[src/rtl/seg_pkg.sv]
// rtl/seg_pkg.sv - shared constants and hex-to-segment table for the seven-segment scan driver
package seg_pkg;
  localparam int         NUM_DIGITS = 8;
  localparam logic [6:0] SEG_BLANK  = 7'h7F;
  localparam logic [7:0] AN_OFF     = 8'hFF;

  // Active-high {g,f,e,d,c,b,a}, entry 15 first
  localparam logic [15:0][6:0] HEX7_TABLE = {
    7'h71, 7'h79, 7'h5E, 7'h39, 7'h7C, 7'h77, 7'h6F, 7'h7F,
    7'h07, 7'h7D, 7'h6D, 7'h66, 7'h4F, 7'h5B, 7'h06, 7'h3F
  };
endpackage

[src/rtl/hex7seg.sv]
// rtl/hex7seg.sv - combinational hex nibble to active-low seven-segment decoder
module hex7seg
  import seg_pkg::*;
(
  input  logic [3:0] nibble,
  output logic [6:0] seg_n
);
  assign seg_n = ~HEX7_TABLE[nibble];
endmodule

[src/rtl/seg_scan_driver.sv]
// rtl/seg_scan_driver.sv - double-buffered 8-digit seven-segment scanner with anode blanking
// Define SEG_LZB_EN to enable leading-zero blanking.
module seg_scan_driver
  import seg_pkg::*;
#(
  parameter int SCAN_DIV  = 100000,
  parameter int BLANK_CYC = 16
) (
  input  logic        clk,
  input  logic        rst,
  input  logic [31:0] data_in,
  input  logic [7:0]  dp_in,
  input  logic        load,
  output logic [7:0]  an,
  output logic [7:0]  seg,
  output logic        frame_done,
  output logic        pending
);
  localparam int PW = (SCAN_DIV > 1) ? $clog2(SCAN_DIV) : 1;

  logic [PW-1:0] presc;
  logic [2:0]    idx;
  logic [31:0]   pend_data, act_data;
  logic [7:0]    pend_dp, act_dp;
  logic          slot_end, frame_bnd, in_blank;
  logic [3:0]    nibble;
  logic [6:0]    hex_seg, dig_seg;
  logic [7:0]    an_nxt;

  assign slot_end  = (presc == PW'(SCAN_DIV - 1));
  assign frame_bnd = slot_end && (idx == 3'd7);
  assign in_blank  = (presc < PW'(BLANK_CYC));
  assign nibble    = act_data[{idx, 2'b00} +: 4];
  assign an_nxt    = in_blank ? AN_OFF : ~(8'b1 << idx);

  hex7seg u_hex7seg (
    .nibble (nibble),
    .seg_n  (hex_seg)
  );

`ifdef SEG_LZB_EN
  logic [2:0] top_digit;

  // Highest nonzero nibble; digit 0 stays lit even for a zero value
  always_comb begin
    top_digit = 3'd0;
    for (int i = 1; i < NUM_DIGITS; i++) begin
      if (act_data[i*4 +: 4] != 4'd0) top_digit = 3'(i);
    end
  end

  assign dig_seg = (idx > top_digit) ? SEG_BLANK : hex_seg;
`else
  assign dig_seg = hex_seg;
`endif

  always_ff @(posedge clk or posedge rst) begin
    if (rst) begin
      presc      <= '0;
      idx        <= 3'd0;
      frame_done <= 1'b0;
      pending    <= 1'b0;
      pend_data  <= '0;
      pend_dp    <= '0;
      act_data   <= '0;
      act_dp     <= '0;
      an         <= AN_OFF;
      seg        <= 8'hFF;
    end else begin
      presc      <= slot_end ? '0 : presc + 1'b1;
      if (slot_end) idx <= idx + 3'd1;
      frame_done <= frame_bnd;

      // A load landing on the boundary bypasses the pending buffer
      if (frame_bnd && load) begin
        act_data <= data_in;
        act_dp   <= dp_in;
        pending  <= 1'b0;
      end else if (frame_bnd && pending) begin
        act_data <= pend_data;
        act_dp   <= pend_dp;
        pending  <= 1'b0;
      end else if (load) begin
        pend_data <= data_in;
        pend_dp   <= dp_in;
        pending   <= 1'b1;
      end

      an  <= an_nxt;
      seg <= {~act_dp[idx], dig_seg};
    end
  end
endmodule

[config.mk]
export PLATFORM = sky130hd
export DESIGN_NAME = seg_scan_driver
export DESIGN_NICKNAME = d
export VERILOG_FILES = /design/src/rtl/seg_pkg.sv /design/src/rtl/hex7seg.sv /design/src/rtl/seg_scan_driver.sv
export SDC_FILE = /design/constraint.sdc
export NUM_CORES = 1
export LEC_CHECK = 0
export CORE_MARGIN = 2
export CORE_UTILIZATION = 28
export DETAILED_ROUTE_END_ITERATION = 10
export PLACE_DENSITY_LB_ADDON = 0.05
export SYNTH_ARGS = -nofsm -noshare
export SYNTH_HDL_FRONTEND = slang
export SYNTH_SLANG_ARGS = --single-unit
[constraint.sdc]
create_clock -name clk -period 3.82 [get_ports clk]
set_input_delay 0.764 -clock clk [delete_from_list [all_inputs] [get_ports clk]]
set_output_delay 0.764 -clock clk [all_outputs]
set_load 0.005 [all_outputs]
==> Word-level counts from Yosys, hierarchy flattened <==
Memory sizes are Yosys's and may differ from the RTL's.
Index checks and enable logic that the tools add are counted.
{ "op_classes": {"bitwise": 5, "n_lt_le_gt_ge": 3, "addsub": 2, "n_shift": 2, "n_eq_ne": 2, "n_mux": 12, "n_reduce_logical": 6} }
{ "ops": {"columns": ["cell", "count"], "rows": [
  ["$mux 32", 2],
  ["$shiftx 32x6->4", 1],
  ["$mux 8", 3],
  ["$add 17x1->17 const B", 1],
  ["$eq 17x17->1 const B", 1],
  ["$lt 17x5->1 const B", 1],
  ["$mux 17", 1],
  ["$not 8->8", 1],
  ["$shl 1x3->8 const A", 1],
  ["$mux 7", 1],
  ["$not 7->7", 1],
  ["$lt 4x5->1 const B", 1],
  ["$lt 3x4->1 const B", 1],
  ["$mux 1", 4],
  ["$add 3x1->3 const B", 1],
  ["$bmux 1 s3", 1],
  ["$eq 3x3->1 const B", 1],
  ["$logic_and 1x1->1", 3],
  ["$not 1->1", 3],
  ["$reduce_and 3->1", 1],
  ["$reduce_bool 3->1", 1],
  ["$reduce_bool 2->1", 1]
]} }
{ "totals": {"memories": 1, "romBits": 112, "inputBits": 43, "reg_bits": 118} }
{ "memory_table": {"columns": ["name", "depth", "width", "rd", "rd_clocked_by_memory_dff", "wr", "line", "rtl"], "rows": [
  ["(name not given)", 16, 7, 1, 0, 0, "hex7seg.sv:8", "assign seg_n = ~HEX7_TABLE[nibble];"]
]} }

==> Longest topological paths before layout <==
{ "depth": {"word_depth": 5, "depth_mapped": 8, "depth_no_buf": 7} }

==> By module <==
From an unflattened synthesis, not the netlist that was laid out.
{ "unflattened": {"hier_cells": 491, "hier_area_um2": 5659.2} }
{ "modules_own_cells": {"columns": ["mod", "cells_per_inst", "area_per_inst_um2", "n_inst"], "rows": [
  ["seg_scan_driver", 460, 5406.4, 1],
  ["hex7seg", 31, 252.7, 1]
]} }

==> Least setup slack after synthesis <==
Ideal clock, no wire load.
{ "synth_timing": {"kind": "register to register", "startpoint": "register idx[0]", "endpoint": "register seg[4]", "path_stages_with_launch": 9, "t_required_ns": 3.743, "arrival_ns": 2.216, "path_slack_ns": 1.527, "n_path_buf": 1, "period_less_slack_ns": 2.293, "cell_sequence": "dfrtp_1 > buf_4 > mux4_2 > mux2i_1 > inv_1 > ha_1 > inv_1 > mux2i_1 > a21o_1"} }
{ "synth_between": {"elab_chain_len": 4} }
{ "synth_lines": {"columns": ["element", "line", "rtl"], "rows": [
  ["from (decl)", "seg_scan_driver.sv:22", "logic [2:0] idx;"],
  ["from (signal assigned)", "seg_scan_driver.sv:71", "if (slot_end) idx <= idx + 3'd1;"],
  ["$shiftx 32x6->4", "seg_scan_driver.sv:33", "assign nibble = act_data[{idx, 2'b00} +: 4];"],
  ["$mem_v2 16x7", null, null],
  ["$mux 7 (implied by the code)", "hex7seg.sv:8", null],
  ["$not 7->7", "hex7seg.sv:8", null],
  ["via dig_seg[4]", "seg_scan_driver.sv:27", "logic [6:0] hex_seg, dig_seg;"],
  ["to (signal assigned)", "seg_scan_driver.sv:90", "seg <= {~act_dp[idx], dig_seg};"],
  ["to (decl)", "seg_scan_driver.sv:15", "output logic [7:0] seg,"]
]} }
The timed path passes the listed nets, and every way through them passes these cells. The select of a mux whose other input is x is not followed.
A chain may end at the register's enable or synchronous reset.

==> Worst setup path in the final report <==
{ "layout_timing": {"startpoint": "register presc[0]", "endpoint": "register act_data[8]"} }
{ "layout_between": {"elab_chain_len": 4, "word_cells_on_any_way": 6} }
{ "layout_lines": {"columns": ["element", "line", "rtl"], "rows": [
  ["from (decl)", "seg_scan_driver.sv:21", "logic [PW-1:0] presc;"],
  ["from (signal assigned)", "seg_scan_driver.sv:70", "presc <= slot_end ? '0 : presc + 1'b1;"],
  ["$eq 17x17->1 (*)", "seg_scan_driver.sv:30", "assign slot_end = (presc == PW'(SCAN_DIV - 1));"],
  ["$logic_and 1x1->1 (*)", "seg_scan_driver.sv:31", "assign frame_bnd = slot_end && (idx == 3'd7);"],
  ["$logic_and 1x1->1 (on tied branches)", "seg_scan_driver.sv:75, seg_scan_driver.sv:79", null],
  ["$mux 32 / $reduce_bool 2->1 (equally long branches)", null, null],
  ["to (signal assigned)", "seg_scan_driver.sv:76", "act_data <= data_in;"],
  ["to (signal assigned)", "seg_scan_driver.sv:80", "act_data <= pend_data;"],
  ["to (decl)", "seg_scan_driver.sv:23", "logic [31:0] pend_data, act_data;"]
]} }
Every way passes the cells marked *; elsewhere a longest branch is shown, timed or not.

==> reports/summary.txt <==
Ys Warns: 0
Largest net degree at the start of global routing: 119
Flop pwr share: 0.420
R2R Path Start: presc[0]$_DFF_PP0_
Compound-Gate Fraction of Synth Area: 0.0123
Main synth FF type: dfrtp_1
Fin. Hold Viols: 0
Flops & latches, synth: 118
Global-route usage over all layers: 0.117
Most frequent cells in the layout: dfrtp_1, mux2_2, clkdlybuf4s50_1, mux2_4, clkbuf_16
Gate power share: 0.082
Post-DP HPWL: 7650 µm
Startpoint Class: flip-flop
Post-Syn Area: 5800 µm²
RR Endpoint: act_data[8]$_DFFE_PP0P_
Area grow syn2layout: 24.6%
Final setup fails: 0
Async SR Flop Fraction: 1.00
Post-CTS setup buffers: 0
Most common cell after layout, fill and taps aside: dfrtp_1
Hold endpoint: presc[0]$_DFF_PP0_
Switching pwr: 0.000694 W
Final Max Slew Viols: 0
Post-synth top area share: 0.440
WHS: 0.487 ns
DR pass1 iterations: 4
Area taken by multi-input logic gates: 2600 µm²
Layout net count: 518
Fill cells: 1980
Number of inserted diodes: 0
Synth cell types: 42
Via/cell ratio: 4.35
Maximum vdd drop: 0.307 mV
Site Rows: 52
# DRC: 0
Post-Route WL: 11900 µm
Via count: 3241
CTS Hold Bufs: 0
Largest family of logic cells by synthesized area: multiplexers
PwrDens: 445 nW/µm²
Syn Inst Count: 396
Clk buf depth: 2
Routability Congestion: 0.718
Post-synthesis adder-cell area fraction: 0.0281
Slew HR: 0.451
Final Cycle Share: 0.697
Crit path kind: reg -> reg
Hold Startpoint: presc[0]$_DFF_PP0_
Critical-path cell list: ha_1 > and4_1 > nand4_4 > or4_4 > mux2_4
Required time worst endpoint: 4.11 ns
Sw frac: 0.216
CP Capture Type: flip-flop
Final Skew: 0.00686 ns
Core region area: 20300 µm²
Share of cells above drive strength 1: 0.413
Later-pin clock latency in the skew report: 0.41 ns
Max_cap viols: 0
Hold depth: 1
CTS Sinks: 118
1st-iter DRT viols: 165
Clock buffer count from CTS: 17
Worst-margin pin slew: 0.823 ns
Leak: 3.22 nW
Post-synth EDFFs: 0
Die area: 21900 µm²
RSZ-0062 raised after global routing: false
R2R Setup Slk: 1.16 ns
Sequential area share after synthesis: 0.513
Die X: 148 µm
Syn nets: 452
Post-cts sizing count: 0
First-pass GRT wire length: 19600 µm
Slowest stage delay, CP: 0.85 ns
Mux cell area share after synthesis: 0.321
WL/cell: 15.9 µm
H-tree levels: 4
Fin Setup TNS: 0 ns
R2R cell count: 5
Hold Crit Class: reg -> reg
Number of port buffers: 60
Synth top area cells: dfrtp_1, mux2_2, mux2_4
WP data arrival: 2.95 ns
Vias in the first global route: 3456
Clock-pin slew on the worst setup and hold paths: 0.05 ns
Initial antenna violation count: 0
Mean Syn Cell Area: 14.6 µm²
Maximum clock frequency: 376 MHz
Synth area leader: dfrtp_1
Starting Density: 0.286
Register area: 2970 µm²
CTS root buf: clkbuf_16
Internal Power: 0.00252 W
Antenna viol nets, final: 0
Power share of the clock group: 0.498
Final min period: 2.66 ns
Crit path max fanout: 40
Die height: 148 µm
Status: finished clean
Worst path slowest cell: or4_4
CTS tree: built
I/O pin cnt: 61
Post-Synth XOR/XNOR Area: 0.0227
Post-synthesis simple-gate area fraction: 0.0628
Crit path from: presc[0]$_DFF_PP0_
GRT overflow: 0
[flip-flops by register name, indices dropped and copies added, names as in the netlist]
name and cells:
pend_data 32, idx 3, act_data 32, pending 1, act_dp 8, pend_dp 8, seg 8, frame_done 1
an 8, presc 17
[metrics by stage]
stage | cells | cell area, µm² | utilization | worst slack (ns) | total power (W)
after floorplan | 396 | 5800 | - | 1.53 | 0.00153
after global placement | 713 | 6630 | 0.326 | 1.12 | 0.00164
after detailed placement | 713 | 6630 | 0.326 | 1.15 | 0.00164
after CTS | 745 | 7220 | 0.356 | 1.13 | 0.00328
after global routing | 745 | 7220 | 0.356 | 0.969 | 0.00337
final | 745 | 7220 | 0.356 | 1.16 | 0.00322
[worst max-delay path: cells and delay by family, from the launching register on]
kind,cells,cell delay (ns)
muxes,1,0.42
and+or+nand+nor,3,1.45
DFF,1,0.39
adders and majority gates,1,0.22
[logic make-up (layout without fill, tap and decap cells)]
group | count (synthesis) | after routing
compound gates | 11 | 11
flops | 118 | 118
buf+inv | 31 | 110
simple gates | 65 | 65
fa+ha+maj | 13 | 13
xor+xnor | 15 | 15
mux | 143 | 143
[synthesized netlist by cell type, types with 2 or more instances]
master	number
dlygate4sd1_1	4
mux4_2	10
buf_12	4
buf_2	4
nand2_1	13
and3_1	3
o31ai_1	2
mux2_4	40
and3_2	2
clkbuf_1	3
a21oi_1	2
buf_4	4
or3_1	2
dfrtp_1	102
o21ai_0	2
buf_6	2
nor3b_1	3
nor2_1	12
nand4_1	6
nand3_1	12
nor3_1	2
inv_1	8
mux2i_1	12
o22ai_1	2
xor2_1	5
mux2_2	81
and2_1	3
xnor2_1	10
ha_1	13
dfstp_2	16
[area by class of cell]
cell class | count | area share
flip-flops and latches | 118 | 0.412
multi-input cells | 247 | 0.360
well taps | 270 | 0.0468
inverters | 9 | 0.00520
repair buffers | 69 | 0.0936
clock inverters | 9 | 0.0135
clock buffers | 23 | 0.0690
[how the worst max path moves through the flow]
stage                                to  slack (ns)  cells past startpoint
6_report        act_data[8]$_DFFE_PP0P_        1.16                      5
5_1_grt                seg[4]$_DFF_PP1_        0.97                      7
4_1_cts         act_data[8]$_DFFE_PP0P_        1.13                      5
3_5_place_dp    act_data[6]$_DFFE_PP0P_        1.15                      5
3_3_place_gp   act_data[16]$_DFFE_PP0P_        1.12                      5
2_1_floorplan          seg[4]$_DFF_PP1_        1.53                      8
[routing by layer]
layer | track usage | part of all wire
met5 | 0 | 0
met4 | 0.0471 | 0.015
met3 | 0.0315 | 0.037
met2 | 0.168 | 0.43
met1 | 0.167 | 0.52
[power groups by stage]
stage               Clock [W]  Combinational (W)  Sequential [W]
floorplan                   0           0.000171         0.00136
global placement            0           0.000270         0.00137
detailed placement          0           0.000272         0.00137
CTS                   0.00166           0.000273         0.00135
global route          0.00172           0.000292         0.00136
finish                0.00160           0.000263         0.00135
No activity file was read; power rests on OpenSTA's default activity.
